$ cat config.mk
export PLATFORM = sky130hd
export DESIGN_NAME = responder_es
export DESIGN_NICKNAME = d
export VERILOG_FILES = /design/src/rtl/responder_es.sv
export SDC_FILE = /design/constraint.sdc
export NUM_CORES = 1
export LEC_CHECK = 0
export ABC_CLOCK_PERIOD_IN_PS = 6300
export CELL_PAD_IN_SITES_DETAIL_PLACEMENT = 1
export CELL_PAD_IN_SITES_GLOBAL_PLACEMENT = 2
export CORE_MARGIN = 2
export CORE_UTILIZATION = 40
export CTS_CLUSTER_DIAMETER = 50
export DETAILED_ROUTE_END_ITERATION = 10
export DONT_BUFFER_PORTS = 1
export PLACE_DENSITY = 0.79
export SLEW_MARGIN = 20
export SYNTH_ARGS = -nofsm -noshare
export SYNTH_HDL_FRONTEND = slang
export SYNTH_SLANG_ARGS = --single-unit
$ cat constraint.sdc
create_clock -name clk -period 6.3 [get_ports clk]
set_input_delay 0.63 -clock clk [delete_from_list [all_inputs] [get_ports clk]]
set_output_delay 0.63 -clock clk [all_outputs]
set_load 0.01 [all_outputs]
$ cat src/rtl/responder_es.sv
// responder_es: CPU I/O window responder with wait states, 4 out/in ports and a 7-source edge IRQ controller.
module responder_es #(
  parameter logic [15:0] BASE_ADDR   = 16'hFF00,
  parameter int          WAIT_STATES = 2
) (
  input  logic        clk,
  input  logic        reset,
  input  logic        enable_wishbone,
  input  logic        rd,
  input  logic        wr,
  input  logic [15:0] dir,
  input  logic [7:0]  dato_escritura,
  output logic [7:0]  dato_lectura,
  output logic        cpu_wait,
  output logic [2:0]  interrupciones,
  output logic [31:0] puertos_salida,
  input  logic [31:0] puertos_entrada,
  input  logic [6:0]  irq_in
);
  typedef enum logic [1:0] {S_IDLE, S_WAIT, S_DONE} state_t;
  localparam logic [3:0] WS_LAST = 4'(WAIT_STATES - 1);
  state_t          state_q;
  logic [3:0]      cnt_q;
  logic [3:0][7:0] out_q;
  logic [3:0][7:0] in_s1_q, in_s2_q;
  logic [6:0]      irq_s1_q, irq_s2_q, irq_s3_q, pend_q, mask_q;
  logic [7:0]      rdata_q;
  logic [2:0]      irq_q;
  logic            hit, commit, wr_en;
  logic [3:0]      off;
  logic [7:0]      rd_val;
  logic [6:0]      clr, act, pend_d;
  logic [2:0]      irq_d;
  assign hit            = enable_wishbone && (dir[15:4] == BASE_ADDR[15:4]);
  assign off            = dir[3:0];
  assign commit         = hit && ((state_q == S_IDLE && WAIT_STATES == 0) ||
                                  (state_q == S_WAIT && cnt_q == 4'd0));
  assign wr_en          = commit && wr;
  assign cpu_wait       = hit && (state_q != S_DONE) && !reset;
  assign dato_lectura   = rdata_q;
  assign interrupciones = irq_q;
  assign puertos_salida = out_q;
  always_comb begin
    rd_val = off[3:2] == 2'd0 ? out_q[off[1:0]] :
             off[3:2] == 2'd1 ? in_s2_q[off[1:0]] :
             off == 4'd8      ? {1'b0, pend_q} :
             off == 4'd9      ? {1'b0, mask_q} : 8'h00;
    clr    = (wr_en && off == 4'd8) ? dato_escritura[6:0] : 7'h00;
    // a new edge wins over a same-cycle write-1-to-clear
    pend_d = (pend_q & ~clr) | (irq_s2_q & ~irq_s3_q);
    act    = pend_q & mask_q;
    irq_d  = 3'd0;
    for (int i = 6; i >= 0; i--)
      if (act[i]) irq_d = 3'(i + 1);
  end
  always_ff @(posedge clk or posedge reset) begin
    if (reset) begin
      state_q  <= S_IDLE;
      cnt_q    <= 4'd0;
      out_q    <= '0;
      in_s1_q  <= '0;
      in_s2_q  <= '0;
      irq_s1_q <= '0;
      irq_s2_q <= '0;
      irq_s3_q <= '0;
      pend_q   <= '0;
      mask_q   <= '0;
      rdata_q  <= 8'h00;
      irq_q    <= 3'd0;
    end else begin
      in_s1_q  <= puertos_entrada;
      in_s2_q  <= in_s1_q;
      irq_s1_q <= irq_in;
      irq_s2_q <= irq_s1_q;
      irq_s3_q <= irq_s2_q;
      pend_q   <= pend_d;
      irq_q    <= irq_d;
      if (wr_en && off[3:2] == 2'd0) out_q[off[1:0]] <= dato_escritura;
      if (wr_en && off == 4'd9) mask_q <= dato_escritura[6:0];
      rdata_q  <= commit ? ((rd && !wr) ? rd_val : 8'h00) :
                  (state_q == S_DONE ? 8'h00 : rdata_q);
      case (state_q)
        S_IDLE: if (hit) begin
          state_q <= (WAIT_STATES == 0) ? S_DONE : S_WAIT;
          cnt_q   <= WS_LAST;
        end
        S_WAIT: begin
          state_q <= !hit ? S_IDLE : (cnt_q == 4'd0 ? S_DONE : S_WAIT);
          cnt_q   <= cnt_q - 4'd1;
        end
        default: state_q <= S_IDLE;
      endcase
    end
  end
endmodule

==> impl_metrics.csv, run 1 <==
group,metric,value,unit
sta,clock.fmax,0.4094,GHz
critical_path,cp.required,5.67,ns
route,drt-pass1-iter-count,5,
layout,antenna_cells,0,
placement,placedCellCount,535,
global_route,grt_pass1_wl,19200,um
clocking,clkSinkCount,148,
yosys,yosysSeqAreaShare,67.55,%
critical_path,cp-start-kind,"primary input",
global_route,grt_start_max_net_pins,85,
placement,routabilityCongestion,0.7616,
placement,port_buffers,0,
yosys,syn-num-nets,439,
power_and_ir_drop,netSwitchingFraction,21.53,%
critical_path,end_kind,"output pin",
critical_path,reg2reg_from,"cnt_q[0]$_DFFE_PP0P_",
critical_path,critPathMaxFanout,3,
critical_path,worst_ep_arrival_time,1.81,ns
critical_path,worstSetupStartpoint,"dir[5]",
clocking,htree_levels,4,
power_and_ir_drop,p_int,0.001597,W
power_and_ir_drop,pwr_density_cell,325.4,nW/um^2
sta,fin_ws,3.857,ns
floorplan,die_area,14660,um^2
floorplan,rows,42,
floorplan,coreArea,13300,um^2
global_route,grt_pass1_vias,3365,
global_route,antenna_found_initial,0,
yosys,synth_edf_count,0,
clocking,cts_buffers,17,
layout,layout_commonest_cell,"dfrtp_1",
layout,fin_cells,567,
sta,fin_crit,2.443,ns
outcome,status,"complete, no violations",
yosys,synthCells,370,
worst_hold_path,hold_class,"primary input to asynchronous set/reset pin",
power_and_ir_drop,p_clk_share,49.0,%
power_and_ir_drop,peakVddDrop,0.0001798,V
sta,fin_hold_ws,0.1963,ns
clocking,post_cts_buffers,0,
sta,setup_viol,0,
layout,fin_nets,447,
floorplan,io_pins,112,
route,drtAntennaViolNets,0,
sta,worst_pin_slew,0.9308,ns
floorplan,die_width,121.1,um
layout,final_cell_mix,"dfrtp_1 (148), mux2_2 (42), nand2_1 (26), mux2i_1 (22), clkbuf_16 (17)",
sta,rsz0062_at_grt,"false",
clocking,path_clk_slew,0.07,ns
flow_run,cap_violations,0,
sta,fin_tns_setup,0,ns
route,wl,12160,um
route,drtIter0Drc,143,
floorplan,initial_core_util,41.24,%
global_route,grt_use_total,18.20,%
placement,place_ws,3.867,ns
power_and_ir_drop,p_switching,0.0004381,W
clocking,ctsHoldBuffers,0,
power_and_ir_drop,seqPwrFrac,48.5,%
yosys,syn_area,5483,um^2
yosys,synthDistinctLibCells,43,
clocking,post_cts_resized,0,
route,avgRoutedWirePerCell,21.44,um
clocking,worstSkewPairLatency,0.42,ns
sta,drv_slew,0,
sta,relSlewSlack,37.66,%
sta,skew,0.01016,ns
layout,layout-drive-gt1-share,23.79,%
placement,hpwl,8426,um
yosys,ys_async_sr_fraction,100.0,%
yosys,ys.flop_type,"dfrtp_1",
clocking,clock_path_buffers,2,
layout,syn_to_final_growth,14.06,%
critical_path,path_class,"primary input to output pin",
route,via_per_inst,5.342,
yosys,synth_seq_cells,148,
power_and_ir_drop,p_comb_share,2.5,%
yosys,ys_warn_count,0,
sta,post-route-period-util,38.77,%
power_and_ir_drop,p_leak,2.888,nW
clocking,cts_tree,"yes",
route,route.detailed.drc,0,
sta,hold_violations,0,
floorplan,chipHeight,121.1,um
route,dr_total_vias,3029,
clocking,cts-root-buf,"clkbuf_16",
global_route,overflow,0,
critical_path,worstRegToRegCells,7,
layout,utilization,47.04,%
yosys,syn_avg_cell_area,14.82,um^2
through the flow:
stage               cell area (um^2)  power, W
global placement                5662  0.001054
floorplan                       5483  0.001050
detailed placement              5662  0.001057
global route                    6254  0.002109
CTS                             6254  0.002064
finish                          6254  0.002035
per-layer routing:
layer  up-vias  share of wire [%]  track usage [%]
met4         0                1.7            6.686
met1      1574                 41            22.13
li1       1344                  -                -
met3        16                7.8            7.848
met5         -                  0                0
met2        95                 50            28.86
kinds of logic (layout without fill, tap and decap cells):
logic type | after synthesis | count (layout) | share of synthesized area (%)
DFF | 148 | 148 | 67.55
and+or+nand+nor | 79 | 79 | 8.535
muxes | 72 | 72 | 15.93
AOI/OAI and AO/OA | 48 | 48 | 6.093
buffers and inverters | 22 | 43 | 1.666
adders and majority gates | 1 | 1 | 0.2282
worst paths after layout:
kind                                                  endpoint  slack [ns]
worst max-delay path                                  cpu_wait        3.86
worst min-delay path               dato_lectura[1]$_DFFE_PP0P_        0.20
worst max register to register  puertos_salida[27]$_DFFE_PP0P_        4.02
worst min register to register            in_s2_q[7]$_DFF_PP0_        0.35
max in group asynchronous               state_q[1]$_DFFE_PP0P_        4.78
min in group clk                          in_s1_q[0]$_DFF_PP0_        0.24
final cells by class:
class                           instances  area, um^2
Clock buffer                           19       442.9
Clock inverter                         13       148.9
Fill cell                            1285        7042
Inverter                               10       42.54
Multi-Input combinational cell        200        1688
Sequential cell                       148        3704
Tap cell                              176       220.2
Timing Repair Buffer                    1       7.507
synth_stat cells, types with 2 or more instances:
cell        n  share of area (%)
buf_2       4               0.37
inv_1      10               0.68
a22o_1      9                1.4
nand3_2     5               0.91
o21ai_0    11                1.0
mux4_2      8                3.3
nand4b_1    2               0.32
or3_1       4               0.46
mux2_2     42                8.6
a22oi_1     2               0.27
nor2_1     14               0.96
mux2i_1    22                4.0
o22ai_1     2               0.23
o31ai_1     3               0.41
clkbuf_1    7               0.48
a21oi_1     5               0.46
o22a_1      4               0.64
a211oi_1    5               0.68
nand2b_1    4               0.46
a21o_1      2               0.27
nor3_1      6               0.55
dfrtp_1   148                 68
and2_1      2               0.23
nand4_1     2               0.23
nand2_1    26                1.8
nor2b_1     4               0.46
registers in the layout (all words and copies together), names as in the netlist:
name,cells
puertos_salida,32
irq_s2_q,7
irq_s1_q,7
in_s1_q,32
cnt_q,4
state_q,2
irq_s3_q,7
interrupciones,3
in_s2_q,32
mask_q,7
dato_lectura,8
pend_q,7
power by group through the flow:
stage          registers, W  logic [W]  clock network, W
2_1_floorplan       0.00100  0.0000492                 0
3_3_place_gp        0.00100  0.0000521                 0
3_5_place_dp        0.00100  0.0000532                 0
4_1_cts            0.000987  0.0000535           0.00102
5_1_grt            0.000989  0.0000583           0.00106
6_report           0.000987  0.0000514          0.000997
critical path: stages:
cell	delay, ns
or3_1	0.41
nor3_1	0.27
nand2_1	0.15
nor3_1	0.35
Note: power is estimated with default switching activity, not from simulation.
==> run 2, diff against run 1 <==
- ABC_AREA: default -> 1
- ABC_CLOCK_PERIOD_IN_PS: 6300 -> 2400
- CORE_UTILIZATION: 40 -> 39
- PLACE_DENSITY: 0.79 -> 0.84
- clock period: 6.3 -> 2.4 ns (I/O delays scaled with it)
==> run 2 against run 1 <==
Clock skew barely moved. Core utilization rose by 0.73 points. Synthesized cell count rose by 63%. Area after synthesis rose by 8.5%. Hold slack got worse by 0.18 ns. Critical path type is now flip-flop to flip-flop. Critical path depth rose by 5. Global-route usage rose by 3.1 points.
==> impl_metrics.csv, run 2 <==
group,metric,value,unit
clocking,clkSinkCount,148,
clocking,path_clk_slew,0.06,ns
yosys,synthCells,602,
clocking,post_cts_resized,0,
yosys,synth_edf_count,0,
critical_path,critPathMaxFanout,7,
power_and_ir_drop,p_int,0.004316,W
placement,post_dp_cell_area,6098,um^2
yosys,ys_async_sr_fraction,100.0,%
sta,fin_crit,1.886,ns
yosys,syn_avg_cell_area,9.883,um^2
clocking,post_cts_buffers,0,
power_and_ir_drop,p_switching,0.001223,W
floorplan,io_pins,112,
layout,fin_nets,727,
yosys,synthTopCellsByCount,"dfrtp_1 (148), nand2_1 (144), inv_1 (67)",
critical_path,r2r_setup_slack,0.51,ns
route,drtAntennaViolNets,0,
placement,place_ws,0.5401,ns
power_and_ir_drop,seqPwrFrac,46.8,%
yosys,synthAdderAreaFrac,0.2103,%
layout,fin_cells,859,
critical_path,r2r_end,"pend_q[1]$_DFF_PP0_",
placement,routabilityCongestion,0.8137,
power_and_ir_drop,peakVddDrop,0.0006600,V
route,wl,16260,um
yosys,synth-compound-area-share,7.907,%
worst_hold_path,holdCritStartpoint,"wr",
sta,fin_hold_ws,0.01666,ns
layout,final_cell_mix,"dfrtp_1 (148), nand2_1 (144), inv_1 (66), nand3_1 (65), dlygate4sd3_1 (48)",
layout,syn_to_final_growth,20.69,%
worst_hold_path,worst_hold_path.endpoint,"pend_q[5]$_DFF_PP0_",
sta,drv_slew,0,
yosys,synth.most_common_cell,"dfrtp_1",
layout,layout_commonest_cell,"dfrtp_1",
global_route,grt_pass1_vias,4915,
route,drtIter0Drc,205,
global_route,grt_use_total,21.31,%
sta,fin_ws,0.5139,ns
floorplan,coreArea,15030,um^2
yosys,synthDistinctLibCells,32,
flow_run,cap_violations,0,
clocking,cts_buffers,17,
floorplan,die_width,127.5,um
power_and_ir_drop,pwr_density_cell,771.3,nW/um^2
floorplan,rows,45,
route,dr_total_vias,4406,
clocking,htree_levels,4,
placement,hpwl,10490,um
placement,placedCellCount,779,
worst_hold_path,hold_class,"primary input to flip-flop",
sta,clock.fmax,0.5302,GHz
yosys,syn-num-nets,671,
power_and_ir_drop,netSwitchingFraction,22.09,%
critical_path,cp.required,2.71,ns
clocking,cts-root-buf,"clkbuf_16",
route,avgRoutedWirePerCell,18.93,um
yosys,synth_mux_area_share,0,%
power_and_ir_drop,p_clk_share,48.4,%
sta,worst_pin_slew,0.5585,ns
floorplan,die_area,16260,um^2
global_route,grt_start_max_net_pins,108,
global_route,grt_pass1_wl,26070,um
sta,skew,0.009720,ns
layout,final_cell_area,7181,um^2
critical_path,path_class,"flip-flop to flip-flop",
yosys,ys.flop_type,"dfrtp_1",
placement,port_buffers,0,
yosys,synth_top_family_by_area,"simple AND/OR/NAND/NOR gates",
clocking,clock_path_buffers,2,
floorplan,initial_core_util,39.58,%
yosys,synth_top_cell_area_share,62.25,%
power_and_ir_drop,p_comb_share,4.8,%
yosys,synthTopCellsByArea,"dfrtp_1 (62%), nand2_1 (9.1%), nand3_1 (5.5%)",
route,route.detailed.drc,0,
critical_path,worstRegToRegCells,9,
layout,layout-drive-gt1-share,10.16,%
yosys,synthSimpleGateAreaFrac,21.75,%
sta,rsz0062_at_grt,"false",
critical_path,worst_ep_arrival_time,2.19,ns
route,drt-pass1-iter-count,4,
clocking,worstSkewPairLatency,0.42,ns
power_and_ir_drop,p_leak,3.358,nW
sta,post-route-period-util,78.59,%
global_route,antenna_found_initial,2,
yosys,ys_warn_count,0,
worst_hold_path,hold_depth,3,
yosys,yosysSeqAreaShare,62.25,%
sta,setup_viol,0,
sta,relSlewSlack,62.42,%
critical_path,cp-start-kind,"flip-flop",
yosys,syn_area,5949,um^2
critical_path,reg2reg_from,"cnt_q[1]$_DFFE_PP0P_",
yosys,synth-xor-area-share,0.2944,%
floorplan,chipHeight,127.5,um
sta,fin_tns_setup,0,ns
outcome,status,"complete, no violations",
clocking,cts_tree,"yes",
sta,hold_violations,0,
global_route,overflow,0,
yosys,synth_top_cell_by_area,"dfrtp_1",
route,via_per_inst,5.129,
critical_path,end_kind,"flip-flop",
yosys,synth_seq_cells,148,
==> run 2: cell count changes after synthesis, moves of 11 or more <==
cell and change:
nand2_1 +118, nand3_1 +65, inv_1 +57, mux2_2 -42
o21bai_1 +31, nor2_1 +27, mux2i_1 -22, nand4_1 +11
==> run 2: cell families after synthesis <==
family / after synthesis
fa+ha+maj: 1
compound gates: 73
flops: 148
buf+inv: 94
xor+xnor: 2
simple gates: 284
==> run 2: repair_timing <==
action	in CTS	in global routing
endpoints found under the setup margin	0	0
hold buffers	48	0
endpoints found under the hold margin	85	0
==> run 2: worst max path at each step <==
stage / end / depth (start not counted) / start
after global routing: pend_q[4]$_DFF_PP0_ / 9 / cnt_q[1]$_DFFE_PP0P_
final: pend_q[1]$_DFF_PP0_ / 9 / cnt_q[1]$_DFFE_PP0P_
after floorplan: cnt_q[0]$_DFFE_PP0P_ / 1 / reset
after global placement: puertos_salida[14]$_DFFE_PP0P_ / 9 / cnt_q[0]$_DFFE_PP0P_
after detailed placement: puertos_salida[4]$_DFFE_PP0P_ / 9 / cnt_q[1]$_DFFE_PP0P_
after CTS: puertos_salida[4]$_DFFE_PP0P_ / 9 / cnt_q[1]$_DFFE_PP0P_
==> run 2: cell type report <==
class	instances	area (um^2)
diodes	2	5.005
repair buffers	56	553.0
inverters	75	292.8
clock buffers	18	439.2
clock inverters	12	157.7
fillers	1640	7853
flip-flops and latches	148	3704
well taps	188	235.2
multi-input cells	360	1794
==> run 2: layer usage <==
metal,vias to the layer above,share of wire (%),GRT usage (%)
met5,-,0,0
met4,0,1.6,7.692
met3,21,5.3,6.491
met2,107,52,37.15
met1,2242,41,24.89
li1,2036,-,-
==> run 2: stage by stage <==
stage               power, W  util (%)
CTS                 0.005583     47.73
global route        0.005749     47.77
global placement    0.002818     40.57
detailed placement  0.002829     40.57
floorplan           0.002777         -
finish              0.005539     47.77
==> run 2: worst max-delay path, stage by stage (launching register included) <==
cell and delay, ns:
dfrtp_1 0.38, inv_1 0.10, ha_1 0.18, nand3_1 0.14, nor2_4 0.17, inv_1 0.06, nor2_1 0.42, nand4_1 0.17
nand2_1 0.10, nand2_1 0.05
==> run 2: power groups by stage <==
stage	logic (W)	clock network (W)	registers (W)
final	0.000266	0.00268	0.00259
after global routing	0.000298	0.00285	0.00260
after CTS	0.000267	0.00272	0.00259
after detailed placement	0.000192	0	0.00264
after global placement	0.000185	0	0.00263
after floorplan	0.000148	0	0.00263
==> run 3, diff against run 2 <==
- ABC_CLOCK_PERIOD_IN_PS: 2400 -> 1500
- CORE_UTILIZATION: 39 -> 35
- PLACE_DENSITY: 0.84 -> 0.8
- clock period: 2.4 -> 1.5 ns (I/O delays scaled with it)
==> run 3 against run 2 <==
The run now ends with hold timing, setup timing left. Critical endpoint is now puertos_salida[9]$_DFFE_PP0P_. Cell area up 9.9%. Non-clock buffer count up 26. Maximum frequency up 6.5%. Sequential power up 60%. Largest power group unchanged. Routed wire length up 8.5%.
==> impl_metrics.csv, run 3 (same netlist as run 2, synthesis figures left out) <==
group,metric,value,unit
outcome,status,"finished, violations left",
outcome,violations,"hold timing, setup timing",
clocking,path_clk_slew,0.06,ns
floorplan,io_pins,112,
global_route,grt_pass1_wl,26880,um
route,drt-pass1-iter-count,4,
clocking,cts_tree,"yes",
critical_path,worst_ep_arrival_time,2.07,ns
sta,worst_pin_slew,0.5136,ns
sta,fin_tns_setup,-10.05,ns
critical_path,cp_slowest_cell,"dfrtp_1",
power_and_ir_drop,pwr_density_cell,1193,nW/um^2
clocking,htree_levels,4,
placement,routabilityCongestion,0.8064,
route,wl,17650,um
floorplan,die_width,134.4,um
layout,final_cell_area,7894,um^2
sta,skew,0.01597,ns
critical_path,crit_chain,"inv_2, ha_4, nand3_4, nor2_4, buf_6, nand4_4, buf_16, o21bai_1, nand2_1",
flow_run,cap_violations,0,
clocking,cts_buffers,17,
sta,post-route-period-util,118.1,%
route,drtAntennaViolNets,0,
layout,syn_to_final_growth,32.68,%
sta,hold_violations,24,
sta,clock.fmax,0.5645,GHz
global_route,grt_use_total,19.91,%
floorplan,rows,47,
sta,rsz0062_at_grt,"true",
critical_path,cp.required,1.80,ns
placement,hpwl,10940,um
route,via_per_inst,5.023,
route,dr_total_vias,4601,
route,drtIter0Drc,222,
clocking,worstSkewPairLatency,0.42,ns
power_and_ir_drop,peakVddDrop,0.0007486,V
critical_path,cp-start-kind,"flip-flop",
floorplan,chipHeight,134.4,um
global_route,grt_pass1_vias,4934,
sta,relSlewSlack,65.68,%
floorplan,die_area,18060,um^2
route,avgRoutedWirePerCell,19.26,um
critical_path,end_kind,"flip-flop",
placement,place_ws,-0.2008,ns
sta,setup_viol,55,
layout,layout-drive-gt1-share,19.68,%
layout,antenna_cells,0,
layout,fin_nets,753,
route,route.detailed.drc,0,
layout,final_cell_mix,"dfrtp_1 (148), nand2_1 (135), inv_1 (62), dlygate4sd3_1 (46), nand3_1 (43)",
worst_hold_path,hold_class,"primary input to flip-flop",
critical_path,critPathMaxFanout,16,
placement,port_buffers,0,
critical_path,path_class,"flip-flop to flip-flop",
sta,fin_crit,1.772,ns
sta,drv_slew,0,
placement,post_dp_cell_area,6291,um^2
global_route,overflow,0,
power_and_ir_drop,p_leak,3.624,nW
critical_path,r2r_setup_slack,-0.27,ns
floorplan,coreArea,16580,um^2
clocking,clock_path_buffers,2,
floorplan,initial_core_util,35.88,%
sta,fin_ws,-0.2715,ns
sta,fin_hold_ws,-0.1626,ns
global_route,antenna_found_initial,0,
clocking,cts-root-buf,"clkbuf_16",
clocking,clkSinkCount,148,
critical_path,cpPeakStageDelay,0.39,ns
global_route,grt_start_max_net_pins,67,
layout,utilization,47.60,%
layout,layout_commonest_cell,"dfrtp_1",
## run 3: cell count changes in the layout (fill, tap and decap cells not counted), moves of 4 or more
| cell | before | now |
|---|---|---|
| inv_1 | 66 | 62 |
| nand3_1 | 65 | 43 |
| nand2_2 | 3 | 10 |
| nand2_1 | 144 | 135 |
| nand3_2 | 2 | 22 |
| buf_12 | 1 | 7 |
| buf_4 | 7 | 16 |
| buf_6 | 0 | 8 |
## run 3: final timing paths
| check | to | cells after the start | startpoint |
|---|---|---|---|
| max | puertos_salida[9]$_DFFE_PP0P_ | 9 | cnt_q[0]$_DFFE_PP0P_ |
| min | mask_q[6]$_DFFE_PP0P_ | 2 | dato_escritura[6] |
| max reg2reg | puertos_salida[9]$_DFFE_PP0P_ | 9 | cnt_q[0]$_DFFE_PP0P_ |
| min reg2reg | in_s2_q[27]$_DFF_PP0_ | 0 | in_s1_q[27]$_DFF_PP0_ |
| max in group asynchronous | irq_s2_q[3]$_DFF_PP0_ | 3 | reset |
| min in group asynchronous | puertos_salida[4]$_DFFE_PP0P_ | 2 | reset |
## run 3: final cells by class
| type | count | area (um^2) |
|---|---|---|
| fillers | 1839 | 8690 |
| clock inverters | 12 | 226.5 |
| inverters | 75 | 295.3 |
| clock buffers | 19 | 442.9 |
| repair buffers | 82 | 940.9 |
| multi-input cells | 360 | 2009 |
| well taps | 220 | 275.3 |
| flip-flops and latches | 148 | 3704 |
## run 3: critical path: cells and delay by family (launching register included)
kind                       cells  cell delay (ns)
AOI/OAI and AO/OA              1             0.19
buffers and inverters          3             0.43
and+or+nand+nor                4             0.49
DFF                            1             0.39
adders and majority gates      1             0.16
## run 3: timing repair
item                                    4_1_cts  5_1_grt
cloned                                        2        3
endpoints found under the setup margin       54       56
pin swaps                                     8       40
gates resized for setup                      18       42
hold buffers                                 43        3
buffers inserted                             10        3
hold endpoints to repair                    105       42
## run 3: per-layer routing
layer  share of wire (%)  global-route usage (%)
met1                  40                   23.31
met2                  52                   34.10
met3                 6.1                   6.085
met4                 2.0                   8.129
met5                   0                       0
## run 3: power breakdown
part / total [W] / switching [W] / internal, W
logic: 0.000456 / 0.000289 / 0.000166
registers: 0.00415 / 0.0000375 / 0.00411
clock network: 0.00482 / 0.00165 / 0.00316
## run 3: stage by stage
step | total power [W] | std cells
after global routing | 0.009734 | 916
final | 0.009418 | 916
after detailed placement | 0.004548 | 821
after global placement | 0.004533 | 821
after floorplan | 0.004443 | 602
after CTS | 0.009480 | 907
